==> config.mk <==
export PLATFORM = sky130hd
export DESIGN_NAME = alu4_cmd_issuer
export DESIGN_NICKNAME = d
export VERILOG_FILES = /design/src/rtl/alu4_cmd_issuer.sv
export SDC_FILE = /design/constraint.sdc
export NUM_CORES = 1
export LEC_CHECK = 0
export BUFFER_PORTS_ARGS = -buffer_cell sky130_fd_sc_hd__buf_2
export CORE_MARGIN = 3
export CORE_UTILIZATION = 50
export CTS_CLUSTER_DIAMETER = 50
export CTS_CLUSTER_SIZE = 28
export DETAILED_ROUTE_END_ITERATION = 12
export PLACE_DENSITY = 0.74
export SETUP_SLACK_MARGIN = 0.1
export SLEW_MARGIN = 20
export SYNTH_ARGS = -nofsm -noshare
export SYNTH_HDL_FRONTEND = slang
export SYNTH_SLANG_ARGS = --single-unit
==> constraint.sdc <==
create_clock -name clk -period 2.23 [get_ports clk]
set_input_delay 0.1115 -clock clk [delete_from_list [all_inputs] [get_ports clk]]
set_output_delay 0.1115 -clock clk [all_outputs]
set_load 0.02 [all_outputs]
==> src/rtl/alu4_cmd_issuer.sv <==
`default_nettype none
// ============================================================================
//  Module      : alu4_cmd_issuer
//  Description : Queues ALU commands, drives them one at a time onto a
//                combinational 4-bit ALU and returns the captured result
//                through a valid/ready response register.
//  Revision    : 1.0  initial release
// ============================================================================
module alu4_cmd_issuer #(
    parameter int DEPTH   = 4,
    parameter int CAP_LAT = 1
) (
    input  logic                         clk,
    input  logic                         rst,
    input  logic                         cmd_valid,
    output logic                         cmd_ready,
    input  logic [3:0]                   cmd_a,
    input  logic [3:0]                   cmd_b,
    input  logic [2:0]                   cmd_sel,
    output logic [3:0]                   alu_a,
    output logic [3:0]                   alu_b,
    output logic [2:0]                   alu_sel,
    input  logic [7:0]                   alu_result,
    input  logic                         alu_carry,
    input  logic                         alu_zero,
    output logic                         rsp_valid,
    input  logic                         rsp_ready,
    output logic [7:0]                   rsp_result,
    output logic                         rsp_carry,
    output logic                         rsp_zero,
    output logic [2:0]                   rsp_sel,
    output logic                         busy,
    output logic [$clog2(DEPTH+1)-1:0]   cmd_count
);

    localparam int                 c_PTR_W  = $clog2(DEPTH);
    localparam int                 c_CNT_W  = $clog2(DEPTH + 1);
    localparam logic [c_CNT_W-1:0] c_FULL   = c_CNT_W'(DEPTH);
    localparam logic [3:0]         c_SETTLE = 4'(CAP_LAT);

    typedef enum logic [2:0] {
        S_IDLE    = 3'd0,
        S_ISSUE   = 3'd1,
        S_WAIT    = 3'd2,
        S_CAPTURE = 3'd3,
        S_HOLD    = 3'd4
    } state_t;

    state_t               r_state;
    state_t               w_state_nxt;

    logic [10:0]          r_mem [DEPTH];
    logic [c_PTR_W-1:0]   r_wr_ptr;
    logic [c_PTR_W-1:0]   r_rd_ptr;
    logic [c_CNT_W-1:0]   r_count;
    logic [3:0]           r_settle;
    logic                 w_push;
    logic                 w_pop;

    // Ready is a function of registered occupancy only, never of a same-cycle pop.
    assign cmd_ready = (r_count != c_FULL);
    assign w_push    = cmd_valid & cmd_ready;
    assign w_pop     = (r_state == S_IDLE) && (r_count != '0);
    assign cmd_count = r_count;
    assign busy      = (r_state != S_IDLE);

    always_ff @(posedge clk or posedge rst) begin
        if (rst) begin
            r_wr_ptr <= '0;
            r_rd_ptr <= '0;
            r_count  <= '0;
        end else begin
            if (w_push) r_wr_ptr <= r_wr_ptr + 1'b1;
            if (w_pop)  r_rd_ptr <= r_rd_ptr + 1'b1;
            case ({w_push, w_pop})
                2'b10:   r_count <= r_count + 1'b1;
                2'b01:   r_count <= r_count - 1'b1;
                default: r_count <= r_count;
            endcase
        end
    end

    // Storage needs no reset: an entry is only read after it has been written.
    always_ff @(posedge clk) begin
        if (w_push) r_mem[r_wr_ptr] <= {cmd_a, cmd_b, cmd_sel};
    end

    always_ff @(posedge clk or posedge rst) begin
        if (rst) r_state <= S_IDLE;
        else     r_state <= w_state_nxt;
    end

    always_comb begin
        w_state_nxt = r_state;
        case (r_state)
            S_IDLE:    if (w_pop) w_state_nxt = S_ISSUE;
            S_ISSUE:   w_state_nxt = S_WAIT;
            S_WAIT:    if (r_settle == 4'd1) w_state_nxt = S_CAPTURE;
            S_CAPTURE: w_state_nxt = S_HOLD;
            S_HOLD:    if (rsp_ready) w_state_nxt = S_IDLE;
            default:   w_state_nxt = S_IDLE;
        endcase
    end

    // ALU drive holds the last popped command; response fields freeze in HOLD.
    always_ff @(posedge clk or posedge rst) begin
        if (rst) begin
            alu_a      <= '0;
            alu_b      <= '0;
            alu_sel    <= '0;
            r_settle   <= '0;
            rsp_valid  <= 1'b0;
            rsp_result <= '0;
            rsp_carry  <= 1'b0;
            rsp_zero   <= 1'b0;
            rsp_sel    <= '0;
        end else begin
            if (w_pop) begin
                {alu_a, alu_b, alu_sel} <= r_mem[r_rd_ptr];
                r_settle                <= c_SETTLE;
            end else if (r_state == S_WAIT) begin
                r_settle <= r_settle - 1'b1;
            end

            if (r_state == S_CAPTURE) begin
                rsp_result <= alu_result;
                rsp_carry  <= alu_carry;
                rsp_zero   <= alu_zero;
                rsp_sel    <= alu_sel;
                rsp_valid  <= 1'b1;
            end else if ((r_state == S_HOLD) && rsp_ready) begin
                rsp_valid  <= 1'b0;
            end
        end
    end

endmodule
`default_nettype wire

* Word level (Yosys, flattened, before mapping)
Memory sizes are Yosys's and may differ from the RTL's. A register that Yosys moved wholly into a read port is not among the register bits.
Cells that the tools add are included.
** Storage, ports and cells
- Flip-flop bits (word level) :: 28
- RAM bits :: 44
- Input port bits :: 25
- Output and inout port bits :: 30
- Logic and storage cells :: 48
- Memories kept :: 1
** Memory list
- r_mem :: words 4, bits a word 11, rd ports 1, clocked after memory_dff 1, write ports 1, RTL line 52 : logic [10:0] r_mem [DEPTH];
** Operators by class
- $add $sub $neg :: 5
- Equality and inequality tests :: 11
- Multiplexer cells :: 11
- Bitwise logic cells :: 1
- Reductions and logical operators :: 9
** Operators by type and width (number)
- case mux 3 bit (5 select lines) :: 1
- two-way mux 3 bit :: 3
- two-way mux 4 bit :: 2
- equality test 3 x 2 -> 1 bit, second input constant :: 2
- inequality test 2 bit, second input constant :: 3
- case mux 3 bit (2 select lines) :: 1
- nonzero test 2 bit :: 3
- nonzero test 3 bit :: 2
- adder 2 x 1 -> 2 bit, second input constant :: 2
- equality test 4 x 1 -> 1 bit, second input constant :: 1
- two-way mux 1 bit :: 4
- subtractor 4 x 1 -> 4 bit, second input constant :: 1
- adder 3 x 1 -> 3 bit, second input constant :: 1
- equality test 3 x 1 -> 1 bit, second input constant :: 1
- equality test 3 bit, second input constant :: 1
- logical NOT 3 bit :: 1
- inequality test 3 bit, second input constant :: 1
- AND reduction 3 bit :: 1
- subtractor 3 x 1 -> 3 bit, second input constant :: 1
- equality test 2 x 1 -> 1 bit, second input constant :: 1
- equality test 2 bit, second input constant :: 1
- logical AND 1 bit :: 2
- AND 1 bit :: 1

* Logic depth before layout (Yosys ltp)
- Depth after elaboration :: 4
- Gate-level depth with buffers :: 10
- Gate-level depth less buffers :: 8

* Worst setup path before layout
OpenSTA, ideal clock, no wires.
- Path type :: register to register
- Start point :: register r_state[0]
- End point :: register r_count[2], in the netlist cmd_count[2]
- Data arrival time :: 2.224 ns
- Slack :: -0.074 ns
- Cell stages (with the launch flop) :: 11
- Cell sequence :: dfrtp_1 -> or3_1 -> buf_2 -> nor2_8 -> buf_6 -> ha_1 -> inv_1 -> fa_1 -> xor2_1 -> nor2_1 -> xor2_1
** On the way
- Longest elaborated chain between the ends :: 4
** RTL lines
- from (decl) :: RTL line 49 : state_t r_state;
- from (signal assigned) :: RTL line 90 : else r_state <= w_state_nxt;
- logical NOT 3 bit (*) :: RTL line 63 : assign w_pop = (r_state == S_IDLE) && (r_count != '0);
- logical AND 1 bit (*) :: RTL line 63
- named net w_pop :: RTL line 58 : logic w_pop;
- equality test 2 x 1 -> 1 bit or equality test 2 bit (tied branches) :: RTL line 75 : case ({w_push, w_pop})
- case mux 3 bit (2 select lines) or nonzero test 2 bit (tied branches)
- to (signal assigned) :: RTL line 76 : 2'b10: r_count <= r_count + 1'b1;
- to (signal assigned) :: RTL line 77 : 2'b01: r_count <= r_count - 1'b1;
- to (signal assigned) :: RTL line 78 : default: r_count <= r_count;
- to (decl) :: RTL line 55 : logic [c_CNT_W-1:0] r_count;
Mark *: on every way through the listed nets, which the timed path passes. The rest lies on a longest branch.
A chain may end at the register's enable or synchronous reset.

* Worst setup path in the final report
- Start point :: register r_count[2], in the netlist cmd_count[2]
- End point :: register r_count[2], in the netlist cmd_count[2]
** On the way
- Longest elaborated chain between the ends :: 4
** RTL lines (RTL line)
- inequality test 3 bit or nonzero test 3 bit (tied branches) :: 61, 63
- AND 1 bit or logical AND 1 bit (tied branches) :: 62, 63
- equality test 2 x 1 -> 1 bit or equality test 2 bit (tied branches) :: 75
- case mux 3 bit (2 select lines) or nonzero test 2 bit (tied branches)
Parallel ways exist; a longest one is shown, timed or not.

==> metrics.md <==
| Metric | Value |
|---|---|
| PortBufs | 54 |
| Area leader, netlist | edfxtp_1 |
| Pin count of the biggest net entering global routing | 40 |
| First-pass GRT wire length | 9.059 mm |
| Max IR drop VDD | 0.8024 mV |
| Power Dens Cells | 1458 nW/um^2 |
| Setup_tns | 0 ns |
| DRT iter0 DRCs | between 40 and 50 |
| Total number of vias | between 1500 and 2000 |
| CTS Root Cell | clkbuf_8 |
| Core Area | about 6400 sq um |
| CTS tree | done |
| H-tree depth | 3 |
| Worst Setup SP | cmd_count[2] |
| Die area | 7634 sq um |
| CP Data Arrival Time | 2.27 ns |
| LEAKAGE | 0.001699 uW |
| Initial antenna violation count | 0 |
| ANT nets after route | 0 |
| Via-to-Cell Ratio | between 5 and 6 |
| Remaining DRCs | 0 |
| Most used DFF post-synth | edfxtp_1 |
| Pre-antenna DRT Iters | 4 |
| Clk buf depth | 2 |
| Worst-Margin Slew | 0.6583 ns |
| Share of cells above drive strength 1 | 0.4203 |
| Register area share after synthesis | 0.6939 |
| Worst Path Max Fanout | 6 |
| Main area contributors after synthesis | edfxtp_1, dfrtp_1, mux4_2 |
| Clock sinks | 83 |
| Critical Path RT | around 2.5 ns |
| Die span in y | 87.37 um |
| GPL Wtd Cong | 0.7134 |
| Final Instance Area | 4135 sq um |
| Yosys reg bits | 83 |
| Commonest non-fill, non-tap cell in the layout | buf_2 |
| Skew final | 0.008421 ns |
| Nature of the critical path endpoint | flop |
| Number of global-route vias before repair | 1900 |
| Most frequent cells in the layout | buf_2, edfxtp_1, dfrtp_1, mux2_2, dlygate4sd3_1 |
| Min Clock Period, post-route | 2.002 ns |
| Max Cap Viol | 0 |
| Slew headroom | 0.5611 |
| Startpoint types | flop |
| Min-delay worst type | in -> reg |
| Overall global routing resource usage | 0.1611 |
| Wirelength, routed | 5.631 mm |
| Total gr overflow | 0 |
| Area growth, synth to finish | 24.91% |
| Mapped Nets | 220 |
| Hold_sp | alu_result[1] |
| RSZ-0062 raised after global routing | no |
| Clock slew at reported path FFs | 0.08 ns |
| Fmax | 0.4994 GHz |
| Final Hold Fails | 0 |
| Nets | about 300 |
| # rows | 29 |
| Outcome | finished clean |
| Setup violations, final | 0 |
| Wirelength per Cell | 15.95 um |
| Post-Syn Area | 3311 sq um |
| # IOs | 55 |
| EDFF count, synth | 44 |
| Fin. max-slew vios | 0 |
| Crit share post-route | 0.8979 |
| Detailed Place HPWL | 3.581 mm |
| CTS Buf Count | 9 |
| Worst-Skew Late Latency | 0.34 ns |
| Critical path class | reg -> reg |
| Post-Place Cell Area | 3701 sq um |
| N_diodes | 0 |
| FFs w/ async S/R, synth | 0.4699 |
| Syn avg cell area | 17.70 sq um |
| # Post-CTS Setup Buffers | 0 |
| DIE WIDTH | 87.37 um |
| Top cell type's share of synthesized area | 0.3991 |
| Initial core utilization | 0.5184 |
| Post-Synthesis Cells | 187 |
| Netlist cell types | 31 |
| Warning count from the yosys run | 0 |
| R2R Path Start | cmd_count[2] |
[worst paths after layout]
kind                            slack [ns]  cells after the start            end
worst min-delay path                  0.01                      2  rsp_result[1]
max in group asynchronous             1.45                      4  rsp_result[6]
min in group asynchronous             0.43                      4   cmd_count[1]
worst min register to register        0.50                      1  rsp_result[3]
worst max register to register        0.23                      8   cmd_count[2]
worst max-delay path                  0.23                      8   cmd_count[2]
[logic make-up after synthesis]
family,after synthesis,share of synthesized area
flops,83,0.6939
xor+xnor,8,0.02116
compound gates,8,0.01436
buf+inv,16,0.02192
mux,37,0.1629
fa+ha+maj,8,0.03250
simple gates,27,0.05329
[sequential cells by signal, indices dropped and copies added, names as in the netlist]
name,count
alu_b,4
rsp_carry,1
rsp_result,8
r_rd_ptr,2
rsp_sel,3
cmd_count,3
r_wr_ptr,2
r_settle,4
rsp_valid,1
r_mem,44
rsp_zero,1
r_state,3
alu_sel,3
alu_a,4
[power by group]
group	leakage (uW)	internal [uW]	switching (uW)
Sequential	0.000868	2170	293
Combinational	0.000723	1130	1260
Clock	0.000108	661	517
Total	0.00170	3960	2070
[what timing repair did]
action	4_1_cts	5_1_grt
gates resized for setup	0	2
endpoints found under the hold margin	91	0
setup endpoints to repair	0	1
hold buffers	20	0
[cells in the mapped netlist (4+ instances only)]
master	n
dfrtp_1	39
buf_2	4
mux2_2	20
nor2_1	6
or3_1	4
and3_1	4
mux4_2	11
xor2_1	4
xnor2_1	4
ha_1	7
mux2_1	5
inv_1	9
nand2_1	4
edfxtp_1	44
[cell type report]
class                   count  area, sq um
clock buffers              10        137.6
clock inverters             6        88.84
fillers                   470         2251
inverters                   9        33.78
multi-input cells          88        965.9
flip-flops and latches     83         2297
well taps                  77        96.34
repair buffers             80        515.5
[stage by stage]
stage / setup WS [ns] / utilization / power, uW / cells / hold WS [ns]
floorplan: 0.02052 / - / 4198 / 187 / 0.2104
global placement: 0.2107 / 0.5795 / 4787 / 317 / 0.2587
detailed placement: 0.1618 / 0.5795 / 4876 / 317 / 0.2633
CTS: 0.1353 / 0.6464 / 6088 / 353 / 0.002930
global route: 0.1420 / 0.6475 / 6419 / 353 / 0.002475
finish: 0.2277 / 0.6475 / 6031 / 353 / 0.01493
[routing by layer]
| layer | part of all wire | global-route usage |
|---|---|---|
| met1 | 0.45 | 0.1991 |
| met2 | 0.49 | 0.2692 |
| met3 | 0.051 | 0.03974 |
| met4 | 0.012 | 0.06974 |
| met5 | 0 | 0 |
[critical path: stages, from the launching register on]
cell and delay (ns):
dfrtp_1 0.42, or3b_4 0.43, nand2_2 0.14, ha_4 0.15, inv_1 0.04, fa_2 0.32, xor2_1 0.14, nor2_1 0.14
xor2_1 0.15
Power figures use the tool's default switching activity.
